**config.mk**
```make
export PLATFORM = sky130hd
export DESIGN_NAME = serial_adder
export DESIGN_NICKNAME = d
export VERILOG_FILES = /design/src/rtl/serial_adder_pkg.sv /design/src/rtl/serial_adder_fa.sv /design/src/rtl/serial_adder.sv
export SDC_FILE = /design/constraint.sdc
export NUM_CORES = 1
export LEC_CHECK = 0
export ABC_CLOCK_PERIOD_IN_PS = 2300
export BUFFER_PORTS_ARGS = -buffer_cell sky130_fd_sc_hd__buf_2
export CORE_MARGIN = 2
export CORE_UTILIZATION = 55
export DETAILED_ROUTE_END_ITERATION = 12
export GPL_TIMING_DRIVEN = 0
export PLACE_DENSITY = 0.79
export SLEW_MARGIN = 15
export SYNTH_ARGS = -nofsm -noshare
export SYNTH_HDL_FRONTEND = slang
export SYNTH_SLANG_ARGS = --single-unit
```
**constraint.sdc**
```tcl
create_clock -name clk -period 2.3 [get_ports clk]
set_input_delay 0.46 -clock clk [delete_from_list [all_inputs] [get_ports clk]]
set_output_delay 0.46 -clock clk [all_outputs]
set_load 0.02 [all_outputs]
```
**src/rtl/serial_adder_pkg.sv**
```systemverilog
// serial_adder_pkg: shared FSM encoding, width limits and counter sizing for the bit-serial adder
package serial_adder_pkg;

    typedef enum logic [1:0] {
        ST_IDLE = 2'd0,
        ST_RUN  = 2'd1,
        ST_DONE = 2'd2
    } state_t;

    localparam int WIDTH_MIN = 1;
    localparam int WIDTH_MAX = 32;

    function automatic int cnt_w(input int w);
        return (w < 2) ? 1 : $clog2(w + 1);
    endfunction

endpackage

```
**src/rtl/serial_adder_fa.sv**
```systemverilog
// fa: one-bit full adder, the single arithmetic cell of the serial adder
module fa (
    input  logic a,
    input  logic b,
    input  logic cin,
    output logic sum,
    output logic cout
);

    assign sum  = a ^ b ^ cin;
    assign cout = (a & b) | (cin & (a ^ b));

endmodule

```
**src/rtl/serial_adder.sv**
```systemverilog
// serial_adder: LSB-first bit-serial WIDTH-bit adder using one fa cell and a carry flop
module serial_adder
    import serial_adder_pkg::*;
#(
    parameter int WIDTH = 8
) (
    input  logic             clk,
    input  logic             rst,
    input  logic             start,
    input  logic [WIDTH-1:0] a,
    input  logic [WIDTH-1:0] b,
    input  logic             cin,
    output logic             busy,
    output logic             done,
    output logic [WIDTH-1:0] sum,
    output logic             cout
);

    localparam int CW = cnt_w(WIDTH);

    state_t           state_q, state_d;
    logic [WIDTH-1:0] a_sr_q, a_sr_d;
    logic [WIDTH-1:0] b_sr_q, b_sr_d;
    logic [WIDTH-1:0] s_sr_q, s_sr_d;
    logic [WIDTH-1:0] sum_q, sum_d;
    logic [CW-1:0]    cnt_q, cnt_d;
    logic             c_q, c_d;
    logic             cout_q, cout_d;
    logic             busy_q, busy_d;
    logic             done_q, done_d;
    logic             fa_sum, fa_cout;
    logic             last;
    logic [WIDTH-1:0] s_next;

    fa u_fa (
        .a    (a_sr_q[0]),
        .b    (b_sr_q[0]),
        .cin  (c_q),
        .sum  (fa_sum),
        .cout (fa_cout)
    );

    // next-state: load on accepted start, shift one bit pair per RUN cycle, publish result on the last bit
    always_comb begin
        state_d = state_q;
        a_sr_d  = a_sr_q;
        b_sr_d  = b_sr_q;
        s_sr_d  = s_sr_q;
        sum_d   = sum_q;
        cnt_d   = cnt_q;
        c_d     = c_q;
        cout_d  = cout_q;
        s_next  = (s_sr_q >> 1) | (WIDTH'(fa_sum) << (WIDTH - 1));
        last    = (cnt_q == CW'(WIDTH - 1));
        if (state_q == ST_IDLE) begin
            if (start) begin
                state_d = ST_RUN;
                a_sr_d  = a;
                b_sr_d  = b;
                c_d     = cin;
                cnt_d   = '0;
            end
        end else if (state_q == ST_RUN) begin
            a_sr_d = a_sr_q >> 1;
            b_sr_d = b_sr_q >> 1;
            s_sr_d = s_next;
            c_d    = fa_cout;
            cnt_d  = cnt_q + 1'b1;
            if (last) begin
                state_d = ST_DONE;
                sum_d   = s_next;
                cout_d  = fa_cout;
            end
        end else begin
            state_d = ST_IDLE;
        end
        busy_d = (state_d != ST_IDLE);
        done_d = (state_d == ST_DONE);
    end

    // state and datapath registers; reset aborts any operation and clears the result
    always_ff @(posedge clk or posedge rst) begin
        if (rst) begin
            state_q <= ST_IDLE;
            a_sr_q  <= '0;
            b_sr_q  <= '0;
            s_sr_q  <= '0;
            sum_q   <= '0;
            cnt_q   <= '0;
            c_q     <= 1'b0;
            cout_q  <= 1'b0;
            busy_q  <= 1'b0;
            done_q  <= 1'b0;
        end else begin
            state_q <= state_d;
            a_sr_q  <= a_sr_d;
            b_sr_q  <= b_sr_d;
            s_sr_q  <= s_sr_d;
            sum_q   <= sum_d;
            cnt_q   <= cnt_d;
            c_q     <= c_d;
            cout_q  <= cout_d;
            busy_q  <= busy_d;
            done_q  <= done_d;
        end
    end

    assign busy = busy_q;
    assign done = done_q;
    assign sum  = sum_q;
    assign cout = cout_q;

endmodule
```
## After elaboration in Yosys (flattened, before gate mapping)

Cells that the tools add are included.

| storage, ports and cells | value |
|---|---|
| register bits after elaboration | 42 |
| memories kept | 0 |
| RAM bits | 0 |
| bits in latches | 0 |
| bits of input ports | 20 |
| bits in read-only memories | 0 |

| operators by class | value |
|---|---|
| mux-type cells | 16 |
| shift operators | 0 |
| div/mod/pow operators | 0 |
| $mul | 0 |
| order comparisons | 0 |
| reduce and logical (&&, ||, !) cells | 6 |
| bitwise logic cells | 7 |
| eq/ne operators | 4 |
| add/subtract/negate cells | 1 |

Operator list:

| kind | count |
|---|---|
| 8-bit 2-to-1 mux | 6 |
| 4-bit 2-to-1 mux | 3 |
| 2-bit 2-to-1 mux | 4 |
| 7-bit by 8-bit bitwise OR with 8-bit output | 1 |
| 4-bit by 1-bit adder with 4-bit output, second input constant | 1 |
| 4-bit by 3-bit equality test with 1-bit output, second input constant | 1 |
| 2-bit AND reduction | 2 |
| 2-bit nonzero test | 2 |
| 1-bit 2-to-1 mux | 3 |
| 3-bit AND reduction | 1 |
| 1-bit bitwise AND | 2 |
| 2-bit by 1-bit equality test with 1-bit output, second input constant | 1 |
| 2-bit equality test, second input constant | 1 |
| 2-bit zero test | 1 |
| 2-bit inequality test, second input constant | 1 |
| 1-bit bitwise XOR | 2 |
| 1-bit NOT | 1 |
| 1-bit bitwise OR | 1 |

## Logic depth before layout (Yosys ltp)

Gate-level depths: netlist of the first run.

| depth | value |
|---|---|
| word-level depth | 5 |
| depth in mapped cells | 5 |
| depth with buffers taken out | 4 |

## Modules after synthesis

Synthesis of the first run repeated with hierarchy kept, for this count alone.

| second synthesis, totals | value |
|---|---|
| cells, all modules | 159 |
| area total of the unflattened synthesis | 1725.4 µm² |

By module, submodules not included:

| module | area an instance (µm²) | instances | cells an instance |
|---|---|---|---|
| serial_adder | 1705.4 | 1 | 158 |
| fa | 20.0 | 1 | 1 |

## Worst setup path before layout of the first run

OpenSTA, ideal clock, no wires.

| timing path | value |
|---|---|
| kind | flip-flop to flip-flop |
| start | register state_q[1] |
| end | register cout_q, in the netlist cout |
| cell stages (with the launch flop) | 5 |
| slack | 803 ps |
| arrival time | 1373 ps |
| period minus slack after synthesis | 1497 ps |
| buffers on the path | 1 |
| setup time | 125 ps |
| cells stage by stage | dfrtp_1 -> nand2b_1 -> buf_2 -> nor3_4 -> mux2_2 |

| on the way | value |
|---|---|
| word-level cells in the longest chain between the ends | 3 |
| elaborated cells between the ends (all ways) | 4 |

Ends and longest elaborated chain:

| item | line | text |
|---|---|---|
| start, declared | serial_adder.sv:21 | `state_t state_q, state_d;` |
| start signal, assigned | serial_adder.sv:95 | `state_q <= state_d;` |
| 2-bit zero test | serial_adder.sv:55 | `if (state_q == ST_IDLE) begin` |
| 1-bit NOT (no line) | n/a |  |
| 3-bit AND reduction (no line) * | n/a |  |
| end signal, assigned | serial_adder.sv:102 | `cout_q <= cout_d;` |
| end, declared | serial_adder.sv:28 | `logic cout_q, cout_d;` |

Every way passes the cells marked *; elsewhere a longest branch is shown, timed or not.
A chain may end at the register's enable or synchronous reset.

## Worst setup path after layout of the first run

| timing path | value |
|---|---|
| start | register cnt_q[0] |
| end | register sum_q[5], in the netlist sum[5] |

| on the way | value |
|---|---|
| word-level cells in the longest chain between the ends | 2 |

Ends and longest elaborated chain:

| item | line | text |
|---|---|---|
| start, declared | serial_adder.sv:26 | `logic [CW-1:0] cnt_q, cnt_d;` |
| start signal, assigned | serial_adder.sv:100 | `cnt_q <= cnt_d;` |
| 4-bit by 3-bit equality test with 1-bit output | serial_adder.sv:54 | `last = (cnt_q == CW'(WIDTH - 1));` |
| 3-bit AND reduction (no line) | n/a |  |
| end signal, assigned | serial_adder.sv:99 | `sum_q <= sum_d;` |
| end, declared | serial_adder.sv:25 | `logic [WIDTH-1:0] sum_q, sum_d;` |

No other way between the ends.

==> summary.md, run 1 <==
| Metric | Value |
|---|---|
| Hold Buf Count CTS | 0 |
| Peak supply drop | 0.534 mV |
| Port Buffer Count | 30 |
| CP Capture Point | sum[5]$_DFFE_PP0P_ |
| Worst-margin pin slew | 0.680 ns |
| Fin. max-slew vios | 0 |
| Post-synthesis sequential element count | 41 |
| RR Startpoint | cnt_q[0]$_DFFE_PP0P_ |
| Worst-path clk slew | 0.12 ns |
| Max clock buf depth | 2 |
| Initial antenna violation count | 0 |
| Mapped Cells | 158 |
| Max_cap viols | 0 |
| Num ports | 31 |
| Total track usage | 0.216 |
| HP Class | input pin to asynchronous set/reset pin |
| Die X | 59.7 um |
| CTS root buf | clkbuf_4 |
| Grt total ovfl | 0 |
| Crit-path slowest cell | dfrtp_1 |
| Leak | 0.000973 uW |
| Largest net degree at the start of global routing | 33 |
| Vias in the first global route | 1330 |
| DP HPWL | 2350 um |
| Crit-path leading delay family | simple AND/OR/NAND/NOR gates |
| Post-CTS resize count | 0 |
| Setup Viol. Count Final | 0 |
| Final period utilization | 0.737 |
| Area Overhead vs Synth | 17.4% |
| Clk_skew | 0.0107 ns |
| Peak fanout along the critical path | 10 |
| # fillers | 252 |
| Synth area leaders | dfrtp_1 60%, nand2_1 8.4%, a22oi_1 6.6% |
| Fin area | 2000 sq um |
| CP Cell Sequence | ha_1, nand2_1, nor3_4, mux2_2 |
| Hold violation count in the final report | 0 |
| Crit path launch type | flip-flop |
| Total number of vias | 1283 |
| Fin nets | 218 |
| Multi-input gate area in the final layout | 638 sq um |
| Cts bufs inserted | 5 |
| Syn Area/Cell | 10.8 sq um |
| Share of layout cells above drive strength 1 | 0.259 |
| CTS tree | done |
| Power Dens Cells | 1270 nW/um^2 |
| RePlAce Congestion | 0.753 |
| R2R depth | 4 |
| First-pass GRT wire length | 5660 um |
| DP Area | 1920 sq um |
| Share of the synthesized area in the top cell type | 0.601 |
| Initial Util | 0.569 |
| Drt wl/cell | 14.5 um |
| Worst slew margin | 0.545 |
| Antenna diodes | 0 |
| Clk_lat worst skew | 0.34 ns |
| Mapped Nets | 180 |
| Commonest non-fill, non-tap cell in the layout | dfrtp_1 |
| Sequential Area | 1030 sq um |
| # DRC | 0 |
| Worst Setup SP | cnt_q[0]$_DFFE_PP0P_ |
| Outcome | complete, no violations |
| F_max | 0.590 GHz |
| Worst path max stage delay | 0.43 ns |
| H-tree levels | 2 |
| Most frequent cells in the layout | 41 x dfrtp_1, 38 x nand2_1, 32 x buf_2 |
| Setup tns final | 0 ns |
| CORE AREA | 3000 sq um |
| Cell Rows | 20 |
| Crit Reg-Reg Endpoint | sum[5]$_DFFE_PP0P_ |
| Worst reg-to-reg setup slack | 0.60 ns |
| Worst Path Buf+Inv | 0 |
| RSZ-0062 raised after global routing | false |
| WS Path Type | flip-flop to flip-flop |
| ANT nets after route | 0 |
| Post-CTS Setup Inserts | 0 |
| Unique masters post-synth | 23 |
| Arrival time worst endpoint | 1.92 ns |
| Vias per cell | 5.58 |
| WP depth | 4 |
| TritonRoute pass-1 iters | 4 |
| Synth warnings | 0 |
| Post-synthesis sequential area ratio | 0.601 |
| Crit. End Element | flip-flop |
| Clock sink count | 41 |
| Crit path time final | 1.70 ns |
| Die H | 59.7 um |
| Final WL | 3330 um |
| CP required | 2.53 ns |
| Drt initial violations | 53 |
| Largest area contributor in the netlist | dfrtp_1 |
| Die ar. | 3570 sq um |
| Synthesized area | 1710 sq um |
-- final cells by class --
class                           count  share of cell area
Clock inverter                      1              0.0150
Clock buffer                        7              0.0275
Timing Repair Buffer               31              0.0849
Multi-Input combinational cell    106               0.318
Buffer                              8              0.0162
Sequential cell                    41               0.512
Inverter                            3             0.00562
Tap cell                           33              0.0206
-- flip-flops by register name, summed over array words and instances (netlist names) --
| name | count |
|---|---|
| a_sr_q | 8 |
| b_sr_q | 8 |
| busy | 1 |
| c_q | 1 |
| cnt_q | 4 |
| cout | 1 |
| done | 1 |
| s_sr_q | 7 |
| state_q | 2 |
| sum | 8 |
-- metrics by stage --
stage | hold slack (ns) | instances | utilization | total power, uW | worst slack [ns]
after global placement | 0.452 | 221 | 0.633 | 2020 | 0.442
after global routing | 0.0151 | 230 | 0.668 | 2740 | 0.479
after CTS | 0.0168 | 230 | 0.668 | 2560 | 0.605
after detailed placement | 0.395 | 222 | 0.639 | 2090 | 0.556
final | 0.0290 | 230 | 0.668 | 2540 | 0.605
after floorplan | 0.440 | 158 | - | 1810 | 0.803
-- metal layers --
layer | up-vias | global-route usage | wire length, um
met1 | 616 | 0.257 | 1400
met4 | 0 | 0.0635 | 16
met3 | 2 | 0.0649 | 175
li1 | 623 | - | -
met5 | - | 0 | 0
met2 | 42 | 0.376 | 1740
-- cell usage after synthesis --
cell and n:
nand2b_1 1, a31oi_1 1, nor3_1 1, buf_2 2, a21oi_1 5, nor3b_1 1
clkbuf_1 6, a22oi_1 15, nand3_1 1, dfrtp_1 41, fa_1 1, inv_1 3
o21bai_1 1, mux2_2 9, nor2_1 1, a22o_1 1, nor3_4 1, a41oi_1 1
a32o_1 1, o21ai_0 19, ha_1 1, nand2_1 38, nor2b_1 7
-- power by group --
part	switching, uW	internal, uW	leakage [uW]	total (uW)
logic	521	356	0.000396	877
clock network	215	260	0.0000455	475
registers	191	997	0.000532	1190
total	927	1610	0.000973	2540
-- cell families after synthesis --
kind of cell,after synthesis,synth area share
compound gates,44,0.160
fa+ha+maj,2,0.0190
buf+inv,11,0.0256
flops,41,0.601
mux,9,0.0593
simple gates,51,0.135
-- worst min-delay path by stage --
stage | slack, ns | from | to | depth (start not counted)
floorplan | 0.44 | s_sr_q[1]$_DFFE_PP0P_ | s_sr_q[1]$_DFFE_PP0P_ | 2
global placement | 0.45 | s_sr_q[1]$_DFFE_PP0P_ | s_sr_q[1]$_DFFE_PP0P_ | 2
detailed placement | 0.39 | rst | s_sr_q[5]$_DFFE_PP0P_ | 2
CTS | 0.02 | rst | s_sr_q[4]$_DFFE_PP0P_ | 2
global route | 0.02 | rst | sum[3]$_DFFE_PP0P_ | 2
finish | 0.03 | rst | sum[6]$_DFFE_PP0P_ | 2
No activity file was read; power rests on OpenSTA's default activity.
==> inputs of run 2 (changes only) <==
--- a/config.mk
+++ b/config.mk
@@ -5,13 +5,13 @@
 export SDC_FILE = /design/constraint.sdc
 export NUM_CORES = 1
 export LEC_CHECK = 0
-export ABC_CLOCK_PERIOD_IN_PS = 2300
+export ABC_CLOCK_PERIOD_IN_PS = 1650
 export BUFFER_PORTS_ARGS = -buffer_cell sky130_fd_sc_hd__buf_2
 export CORE_MARGIN = 2
-export CORE_UTILIZATION = 55
+export CORE_UTILIZATION = 54
 export DETAILED_ROUTE_END_ITERATION = 12
 export GPL_TIMING_DRIVEN = 0
-export PLACE_DENSITY = 0.79
+export PLACE_DENSITY = 0.78
 export SLEW_MARGIN = 15
 export SYNTH_ARGS = -nofsm -noshare
 export SYNTH_HDL_FRONTEND = slang
==> constraint.sdc (replaced) <==
create_clock -name clk -period 1.65 [get_ports clk]
set_input_delay 0.33 -clock clk [delete_from_list [all_inputs] [get_ports clk]]
set_output_delay 0.33 -clock clk [all_outputs]
set_load 0.02 [all_outputs]
==> run 2 against run 1 <==
Effect of this change:
- largest power group unchanged
- via count increased by 3.7%
- largest cell class unchanged
- maximum frequency up 8.3%
- sequential share of layout area fell by 1.5 points
- sequential power up 39%
- combinational power up 44%
- total power grew 41%
- core utilization up 1.6 points
- non-clock buffer count increased by 4
==> summary.md, run 2 (synthesized netlist as in run 1, its figures left out) <==
| Metric | Value |
|---|---|
| DP HPWL | 2200 um |
| CORE AREA | 3030 sq um |
| CTS tree | done |
| Grt total ovfl | 0 |
| Crit. End Element | flip-flop |
| Worst slew margin | 0.709 |
| Area Overhead vs Synth | 21.2% |
| Cell Rows | 20 |
| Power Dens Cells | 1740 nW/um^2 |
| Initial antenna violation count | 0 |
| Max_cap viols | 0 |
| Hold violation count in the final report | 0 |
| ANT nets after route | 0 |
| Fin. max-slew vios | 0 |
| DP Area | 1930 sq um |
| H-tree levels | 2 |
| Fin nets | 222 |
| Drt wl/cell | 13.1 um |
| Antenna diodes | 0 |
| # DRC | 0 |
| Total track usage | 0.215 |
| RePlAce Congestion | 0.789 |
| Initial Util | 0.564 |
| Commonest non-fill, non-tap cell in the layout | dfrtp_1 |
| Final WL | 3200 um |
| Power Total | 3590 uW |
| Port Buffer Count | 30 |
| F_max | 0.639 GHz |
| Share of layout cells above drive strength 1 | 0.284 |
| Worst-margin pin slew | 0.437 ns |
| CP Cell Sequence | nand2b_1, buf_2, nor3_4, buf_12, mux2_2 |
| Worst reg-to-reg setup slack | 0.08 ns |
| Crit path time final | 1.57 ns |
| Worst Path Buf+Inv | 2 |
| Most frequent cells in the layout | 40 x dfrtp_1, 38 x nand2_1, 32 x buf_2 |
| Die X | 60.2 um |
| Crit-path slowest cell | dfrtp_1 |
| Worst path max stage delay | 0.41 ns |
| Die ar. | 3630 sq um |
| Clk_skew | 0.00551 ns |
| WS Path Type | flip-flop to flip-flop |
| Clock sink count | 41 |
| Worst-path clk slew | 0.12 ns |
| Max clock buf depth | 2 |
| Crit-path leading delay family | flip-flops |
| Num ports | 31 |
| Vias per cell | 5.43 |
| Outcome | complete, no violations |
| Fin area | 2070 sq um |
| First-pass GRT wire length | 5710 um |
| Total number of vias | 1330 |
| RSZ-0062 raised after global routing | false |
| Clk_lat worst skew | 0.35 ns |
| Vias in the first global route | 1281 |
| Setup Viol. Count Final | 0 |
| Peak supply drop | 0.844 mV |
| Cts bufs inserted | 5 |
| Peak fanout along the critical path | 10 |
| Largest net degree at the start of global routing | 37 |
| Leak | 0.00100 uW |
| CP required | 1.89 ns |
| Arrival time worst endpoint | 1.81 ns |
| TritonRoute pass-1 iters | 4 |
| Final period utilization | 0.949 |
| CTS root buf | clkbuf_4 |
| HP Class | input pin to flip-flop |
| Drt initial violations | 55 |
| Crit path launch type | flip-flop |
| Die H | 60.2 um |
## run 2: cell count changes in the layout (fill, tap and decap cells not counted), sizes merged
cell         previous run  this run
buf                    33        36
dlygate4sd3             0         1
## run 2: path summary, 6_finish.rpt
path	start	endpoint	cells past startpoint
min in group asynchronous	rst	sum[2]$_DFFE_PP0P_	3
worst max register to register	state_q[1]$_DFF_PP0_	sum[5]$_DFFE_PP0P_	5
max in group asynchronous	rst	state_q[0]$_DFF_PP0_	4
worst min register to register	s_sr_q[1]$_DFFE_PP0P_	s_sr_q[1]$_DFFE_PP0P_	2
worst max-delay path	state_q[1]$_DFF_PP0_	sum[5]$_DFFE_PP0P_	5
worst min-delay path	b[7]	b_sr_q[7]$_DFFE_PP0P_	2
## run 2: stage by stage
step | instances | worst slack, ns | TNS, ns | utilization | hold slack (ns)
final | 245 | 0.0842 | 0 | 0.683 | 0.229
after floorplan | 158 | 0.153 | 0 | - | 0.440
after global placement | 232 | -0.0710 | -2.93 | 0.632 | 0.454
after CTS | 244 | 0.0443 | 0 | 0.680 | 0.220
after detailed placement | 233 | -0.0393 | -0.302 | 0.638 | 0.228
after global routing | 245 | 0.00711 | 0 | 0.683 | 0.232
## run 2: per-layer routing
| layer | vias up | global-route usage | part of all wire |
|---|---|---|---|
| met2 | 43 | 0.348 | 0.48 |
| li1 | 636 | - | - |
| met3 | 5 | 0.0628 | 0.061 |
| met1 | 646 | 0.276 | 0.45 |
| met5 | - | 0 | 0 |
| met4 | 0 | 0.0762 | 0.015 |
## run 2: worst reg2reg max path, delay by kind of cell, from the launching register on
kind / cells / cell delay [ns]
flops: 1 / 0.41
simple gates: 2 / 0.38
buf+inv: 2 / 0.35
mux: 1 / 0.33
## run 2: timing repair
item                                    CTS  global route
gates resized for setup                   1             3
hold buffers                              1             0
buffers inserted                          2             1
gates cloned                              0             0
endpoints found under the setup margin   17            11
endpoints found under the hold margin     5             0
pin swaps                                 1             1
## run 2: power breakdown
part,internal (uW),switching (uW),total [uW]
registers,1390,263,1650
clock network,362,318,680
logic,537,719,1260
## run 2: final cells by class
class                           count  area (sq um)
Sequential cell                    41          1030
Fill cell                         219           958
Multi-Input combinational cell    106           642
Timing Repair Buffer               35           215
Clock buffer                        7          55.1
Tap cell                           44          55.1
Buffer                              8          33.8
Clock inverter                      1          30.0
Inverter                            3          11.3
